## src/rtl/ssp_pkg.sv

```systemverilog
// ---------------------------------------------------------------------------
// ssp_pkg
// Shared definitions for the SSP receive path: frame width, bit-counter
// width, receive state type and a helper for end-of-frame detection.
// ---------------------------------------------------------------------------
package ssp_pkg;

  localparam int unsigned SSP_FRAME_W = 8;
  localparam int unsigned SSP_CNT_W   = 3;

  typedef enum logic {
    ST_IDLE  = 1'b0,
    ST_SHIFT = 1'b1
  } rx_state_e;

  // True when the bit counter points at the last (LSB) bit of a frame.
  function automatic logic cnt_is_last(input logic [SSP_CNT_W-1:0] cnt);
    return cnt == SSP_CNT_W'(SSP_FRAME_W - 1);
  endfunction

endpackage

```

## src/rtl/ssp_in_sync.sv

```systemverilog
// ---------------------------------------------------------------------------
// ssp_in_sync
// Input capture and sample-event detection for the SSP slave receiver.
// A sample event is a falling edge of the captured serial clock; the
// frame sync and data captured alongside it are presented with the strobe.
//
// Configuration macro: SSP_RX_SYNC_EN
//   defined   : 2-flop synchronizer per input plus one clock delay flop
//   undefined : single capture register plus one clock delay flop
//
// Ports
//   i_clk     in   system clock (PCLK)
//   i_rst_n   in   asynchronous active-low reset
//   i_sclk    in   external serial clock
//   i_fss     in   external frame sync
//   i_rxd     in   external serial data
//   o_sample  out  one-cycle strobe: captured serial clock fell
//   o_fss     out  frame sync aligned with o_sample
//   o_rxd     out  serial data aligned with o_sample
// ---------------------------------------------------------------------------
module ssp_in_sync (
  input  logic i_clk,
  input  logic i_rst_n,
  input  logic i_sclk,
  input  logic i_fss,
  input  logic i_rxd,
  output logic o_sample,
  output logic o_fss,
  output logic o_rxd
);

  logic w_sclk;
  logic r_sclk_d;

`ifdef SSP_RX_SYNC_EN
  logic [1:0] r_sclk_sync;
  logic [1:0] r_fss_sync;
  logic [1:0] r_rxd_sync;

  always_ff @(posedge i_clk or negedge i_rst_n) begin
    if (!i_rst_n) begin
      r_sclk_sync <= '0;
      r_fss_sync  <= '0;
      r_rxd_sync  <= '0;
      r_sclk_d    <= 1'b0;
    end else begin
      r_sclk_sync <= {r_sclk_sync[0], i_sclk};
      r_fss_sync  <= {r_fss_sync[0],  i_fss};
      r_rxd_sync  <= {r_rxd_sync[0],  i_rxd};
      r_sclk_d    <= r_sclk_sync[1];
    end
  end

  assign w_sclk = r_sclk_sync[1];
  assign o_fss  = r_fss_sync[1];
  assign o_rxd  = r_rxd_sync[1];
`else
  logic r_sclk_q;
  logic r_fss_q;
  logic r_rxd_q;

  always_ff @(posedge i_clk or negedge i_rst_n) begin
    if (!i_rst_n) begin
      r_sclk_q <= 1'b0;
      r_fss_q  <= 1'b0;
      r_rxd_q  <= 1'b0;
      r_sclk_d <= 1'b0;
    end else begin
      r_sclk_q <= i_sclk;
      r_fss_q  <= i_fss;
      r_rxd_q  <= i_rxd;
      r_sclk_d <= r_sclk_q;
    end
  end

  assign w_sclk = r_sclk_q;
  assign o_fss  = r_fss_q;
  assign o_rxd  = r_rxd_q;
`endif

  // Data and sync travel through the same number of flops as the clock,
  // so they are aligned with the strobe without extra staging.
  assign o_sample = r_sclk_d & ~w_sclk;

endmodule

```

## src/rtl/ssp_rx_shifter.sv

```systemverilog
// ---------------------------------------------------------------------------
// ssp_rx_shifter
// Slave-side SSP receiver (TI synchronous serial format). Deserialises
// 8-bit MSB-first frames in the PCLK domain into a one-entry holding
// register offered downstream with a valid/ready handshake.
//
// Configuration macro: SSP_RX_SYNC_EN (see ssp_in_sync)
//
// Ports
//   PCLK          in   system clock
//   CLEAR_B       in   asynchronous active-low reset
//   SSPCLKIN      in   serial clock from external master
//   SSPFSSIN      in   frame sync, one serial period before the MSB
//   SSPRXD        in   serial data, MSB first
//   RX_READY      in   consumer accepts RXDATA this cycle
//   RXDATA        out  received frame, stable while RX_VALID=1
//   RX_VALID      out  RXDATA holds an unconsumed frame
//   RX_BUSY       out  frame in progress
//   RX_OVERRUN    out  one-cycle pulse: completed frame dropped
//   RX_FRAME_ERR  out  one-cycle pulse: frame sync arrived mid-frame
// ---------------------------------------------------------------------------
module ssp_rx_shifter
  import ssp_pkg::*;
(
  input  logic                   PCLK,
  input  logic                   CLEAR_B,
  input  logic                   SSPCLKIN,
  input  logic                   SSPFSSIN,
  input  logic                   SSPRXD,
  input  logic                   RX_READY,
  output logic [SSP_FRAME_W-1:0] RXDATA,
  output logic                   RX_VALID,
  output logic                   RX_BUSY,
  output logic                   RX_OVERRUN,
  output logic                   RX_FRAME_ERR
);

  logic w_sample;
  logic w_fss;
  logic w_rxd;

  rx_state_e              r_state;
  logic [SSP_CNT_W-1:0]   r_cnt;
  // Only the first seven bits need storing; the eighth is taken directly
  // from the input at the completing sample event.
  logic [SSP_FRAME_W-2:0] r_shift;
  logic [SSP_FRAME_W-1:0] r_rxdata;
  logic                   r_valid;
  logic                   r_overrun;
  logic                   r_frame_err;

  ssp_in_sync u_in_sync (
    .i_clk    (PCLK),
    .i_rst_n  (CLEAR_B),
    .i_sclk   (SSPCLKIN),
    .i_fss    (SSPFSSIN),
    .i_rxd    (SSPRXD),
    .o_sample (w_sample),
    .o_fss    (w_fss),
    .o_rxd    (w_rxd)
  );

  always_ff @(posedge PCLK or negedge CLEAR_B) begin
    if (!CLEAR_B) begin
      r_state     <= ST_IDLE;
      r_cnt       <= '0;
      r_shift     <= '0;
      r_rxdata    <= '0;
      r_valid     <= 1'b0;
      r_overrun   <= 1'b0;
      r_frame_err <= 1'b0;
    end else begin
      r_overrun   <= 1'b0;
      r_frame_err <= 1'b0;

      // Transfer drains the holding register; a frame completing in the
      // same cycle overrides this below and keeps it full.
      if (r_valid && RX_READY) begin
        r_valid <= 1'b0;
      end

      if (w_sample) begin
        unique case (r_state)
          ST_IDLE: begin
            if (w_fss) begin
              r_state <= ST_SHIFT;
              r_cnt   <= '0;
              r_shift <= '0;
            end
          end

          ST_SHIFT: begin
            if (cnt_is_last(r_cnt)) begin
              r_cnt   <= '0;
              r_shift <= '0;
              if (!w_fss) begin
                r_state <= ST_IDLE;
              end
              if (!r_valid || RX_READY) begin
                r_rxdata <= {r_shift, w_rxd};
                r_valid  <= 1'b1;
              end else begin
                r_overrun <= 1'b1;
              end
            end else if (w_fss) begin
              r_frame_err <= 1'b1;
              r_cnt       <= '0;
              r_shift     <= '0;
            end else begin
              r_shift <= {r_shift[SSP_FRAME_W-3:0], w_rxd};
              r_cnt   <= r_cnt + SSP_CNT_W'(1);
            end
          end

          default: begin
            r_state <= ST_IDLE;
            r_cnt   <= '0;
          end
        endcase
      end
    end
  end

  assign RXDATA       = r_rxdata;
  assign RX_VALID     = r_valid;
  assign RX_BUSY      = (r_state == ST_SHIFT);
  assign RX_OVERRUN   = r_overrun;
  assign RX_FRAME_ERR = r_frame_err;

endmodule
```

## config.mk

```make
export PLATFORM = sky130hd
export DESIGN_NAME = ssp_rx_shifter
export DESIGN_NICKNAME = d
export VERILOG_FILES = /design/src/rtl/ssp_pkg.sv /design/src/rtl/ssp_in_sync.sv /design/src/rtl/ssp_rx_shifter.sv
export SDC_FILE = /design/constraint.sdc
export NUM_CORES = 1
export LEC_CHECK = 0
export ABC_AREA = 1
export BUFFER_PORTS_ARGS = -buffer_cell sky130_fd_sc_hd__buf_2
export CORE_MARGIN = 2
export CORE_UTILIZATION = 45
export CTS_BUF_LIST = sky130_fd_sc_hd__clkbuf_8 sky130_fd_sc_hd__clkbuf_16
export DETAILED_ROUTE_END_ITERATION = 10
export GPL_TIMING_DRIVEN = 1
export HOLD_SLACK_MARGIN = 0.03
export PLACE_DENSITY_LB_ADDON = 0.25
export RECOVER_POWER = 50
export SLEW_MARGIN = 25
export SYNTH_ARGS = -nofsm -noshare
export SYNTH_HDL_FRONTEND = slang
export SYNTH_HIERARCHICAL = 1
export SYNTH_SLANG_ARGS = --single-unit
export TNS_END_PERCENT = 5
```

## constraint.sdc

```tcl
create_clock -name PCLK -period 1.8 [get_ports PCLK]
set_input_delay 0.18 -clock PCLK [delete_from_list [all_inputs] [get_ports PCLK]]
set_output_delay 0.18 -clock PCLK [all_outputs]
set_load 0.02 [all_outputs]
```

==> metrics.md <==
| Metric | Value |
|---|---|
| Antenna diodes | 0 |
| RSZ-0062 raised after global routing | false |
| CTS tree | built |
| Worst Hold Margin | 0.403 ns |
| First-pass GRT wire length | 3070 um |
| Wire length per cell | 11.2 um |
| # rows | 17 |
| Hold Path Class | reg -> reg |
| Synth Cell Area | 1060 um^2 |
| CP Capture Type | flip-flop |
| H-tree Lvls | 1 |
| Fill cells | 205 |
| Die width | 52.6 um |
| Synth cell types | 18 |
| Slew @ Worst Pin | 0.636 ns |
| Clock period minus worst slack | 1.48 ns |
| Register bit total from synthesis | 26 |
| Clk_lat worst skew | 0.26 ns |
| Die area | 2770 um^2 |
| GP Congestion | 0.721 |
| TritonCTS Buffers | 3 |
| Final-stage net count | 137 |
| Detail Route Antenna Nets | 0 |
| Routed WL | 1740 um |
| Final Cycle Share | 82.4% |
| Post-route setup slack | 0.317 ns |
| Initial Util | 47.7% |
| Crit path max fanout | 10 |
| Worst VDD drop | 0.477 mV |
| Largest net degree at the start of global routing | 27 |
| F_max | 674 MHz |
| Final core occ | 56.6% |
| Die span in y | 52.6 um |
| Drt pass-1 iters | 4 |
| PostCTS Resize Cnt | 0 |
| Status | finished clean |
| Placed Cells | 147 |
| Antenna violations before repair | 0 |
| Reg clk slew, reported paths | 0.09 ns |
| # DRC | 0 |
| Global-route usage over all layers | 15.3% |
| Fin cells | 155 |
| Sequential area share after synthesis | 61.1% |
| CTS sink cnt | 26 |
| # IOs | 18 |
| Max cap viols | 0 |
| Crit path DAT | 1.64 ns |
| Worst slew margin | 57.6% |
| Area delta synth->final | 18.8% |
| Final setup vio count | 0 |
| Vias in the first global route | 741 |
| Iter 0 DRT Violations | 13 |
| Vias | 734 |
| DP HPWL | 1230 um |
| Setup Total Neg Slack | 0 ns |
| Avg Inst Size Synth | 10.2 um^2 |
| Final Skew | 0.00335 ns |
| DR vias/cell | 4.74 |
| PD cells | 878 nW/um^2 |
| Clock root buffer | clkbuf_8 |
| Yosys warns | 6 |
| Net Count, Synth | 113 |
| Kind of critical path | reg -> reg |
| Hold Vio Cnt, Final | 0 |
| Slew Limit Fails | 0 |
| Worst Path Required | 1.96 ns |
| DP Worst Slack | 0.325 ns |
| Post-Syn Instances | 104 |
| Startpoint types | flip-flop |
| Ratio of cells with drive above 1 in the final layout | 28.3% |
| Lkg Pwr | 0.000720 uW |
| Core area | 2230 um^2 |
| Max clock buf depth | 2 |
| Grt ovf | 0 |
| Port bufs | 17 |
[stage by stage]
step / cell area (um^2) / total power (uW)
after floorplan: 1060 / 716
final: 1260 / 1110
after detailed placement: 1170 / 755
after global placement: 1170 / 749
after global routing: 1260 / 1160
after CTS: 1270 / 1130
[layer usage]
metal / GRT usage (%) / wire length, um / vias to the layer above
met5: 0 / 0 / -
met2: 26.5 / 810 / 15
met3: 2.57 / 63 / 2
met1: 18.6 / 846 / 341
li1: - / - / 376
met4: 6.84 / 14 / 0
[registers in the layout, summed over array words and instances, names as in the netlist]
signal / cells
RXDATA: 8
r_shift: 7
u_in_sync/o_fss: 1
r_cnt: 3
RX_FRAME_ERR: 1
RX_OVERRUN: 1
u_in_sync/o_rxd: 1
RX_VALID: 1
u_in_sync/r_sclk_d: 1
RX_BUSY: 1
u_in_sync/r_sclk_q: 1
[cell usage after synthesis]
cell | count | share of area (%)
buf_2 | 1 | 0.47
buf_4 | 1 | 0.71
clkinv_4 | 1 | 0.82
dfrtp_1 | 26 | 61
ha_1 | 3 | 3.5
inv_1 | 4 | 1.4
inv_6 | 1 | 0.82
nand2_1 | 40 | 14
nand2_2 | 10 | 5.9
nand2_4 | 1 | 1.1
nand3_4 | 1 | 1.6
nand4_1 | 8 | 4.7
nor2_1 | 1 | 0.35
nor2_2 | 2 | 1.2
nor3_1 | 1 | 0.47
o21ai_0 | 1 | 0.47
o21ai_1 | 1 | 0.47
o21ai_2 | 1 | 0.82
[path summary, 6_finish.rpt]
kind                       slack, ns          startpoint  cells after the start            endpoint
setup / recovery                0.32            r_cnt[0]                      7          r_shift[0]
hold / removal                  0.40  u_in_sync/r_sclk_q                      0  u_in_sync/r_sclk_d
setup reg to reg                0.32            r_cnt[0]                      7          r_shift[0]
hold reg to reg                 0.40  u_in_sync/r_sclk_q                      0  u_in_sync/r_sclk_d
max in group asynchronous       0.92             CLEAR_B                      2           RXDATA[6]
min in group asynchronous       0.47             CLEAR_B                      2          r_shift[4]
[placed cells by master (no fill, tap or decap)]
master,synthesis,final
nand2_1,40,40
dfrtp_1,26,26
buf_2,1,14
nand2_2,10,10
nand4_1,8,8
inv_1,4,4
clkbuf_8,0,4
dlygate4sd3_1,0,4
ha_1,3,3
nor2_2,2,2
clkbuf_1,0,2
nor3_1,1,1
nor2_1,1,1
inv_6,1,1
nand2_4,1,1
clkinv_4,1,1
o21ai_2,1,1
o21ai_1,1,1
nand3_4,1,1
o21ai_0,1,1
clkbuf_2,0,1
[cells by family (layout without fill, tap and decap cells)]
kind of cell | Yosys count | in the layout | share of synthesized area, %
AND/OR/NAND/NOR | 64 | 64 | 29.4
flip-flops | 26 | 26 | 61.1
AO/OA/AOI/OAI | 3 | 3 | 1.76
adder cells (fa/ha/maj) | 3 | 3 | 3.53
buffers and inverters | 8 | 31 | 4.23
[final cells by class]
class / instances / area, um^2 / share of cell area [%]
clock buffers: 4 / 55.1 / 4.35
inverters: 6 / 32.5 / 2.57
multi-input cells: 70 / 369 / 29.2
flip-flops and latches: 26 / 651 / 51.4
well taps: 28 / 35.0 / 2.77
repair buffers: 21 / 123 / 9.69
[power by group]
| part | internal, uW | leakage, uW | switching [uW] | total [uW] |
|---|---|---|---|---|
| logic | 39.5 | 0.000347 | 62.9 | 102 |
| clock network | 195 | 0.0000288 | 167 | 362 |
| registers | 618 | 0.000344 | 28.6 | 646 |
| total | 852 | 0.000720 | 258 | 1110 |
[what timing repair did]
| action | CTS | global route |
|---|---|---|
| hold buffers | 4 | 0 |
| hold endpoints to repair | 29 | 0 |
| buffers inserted | 0 | 0 |
[worst max-delay path: stages (launching register included)]
cell and delay, ns:
dfrtp_1 0.37, ha_1 0.18, ha_1 0.42, nor2_2 0.09
nand2_4 0.10, clkinv_4 0.10, nand2_2 0.07, nand2_1 0.05
(Power assumes the default switching activity.)
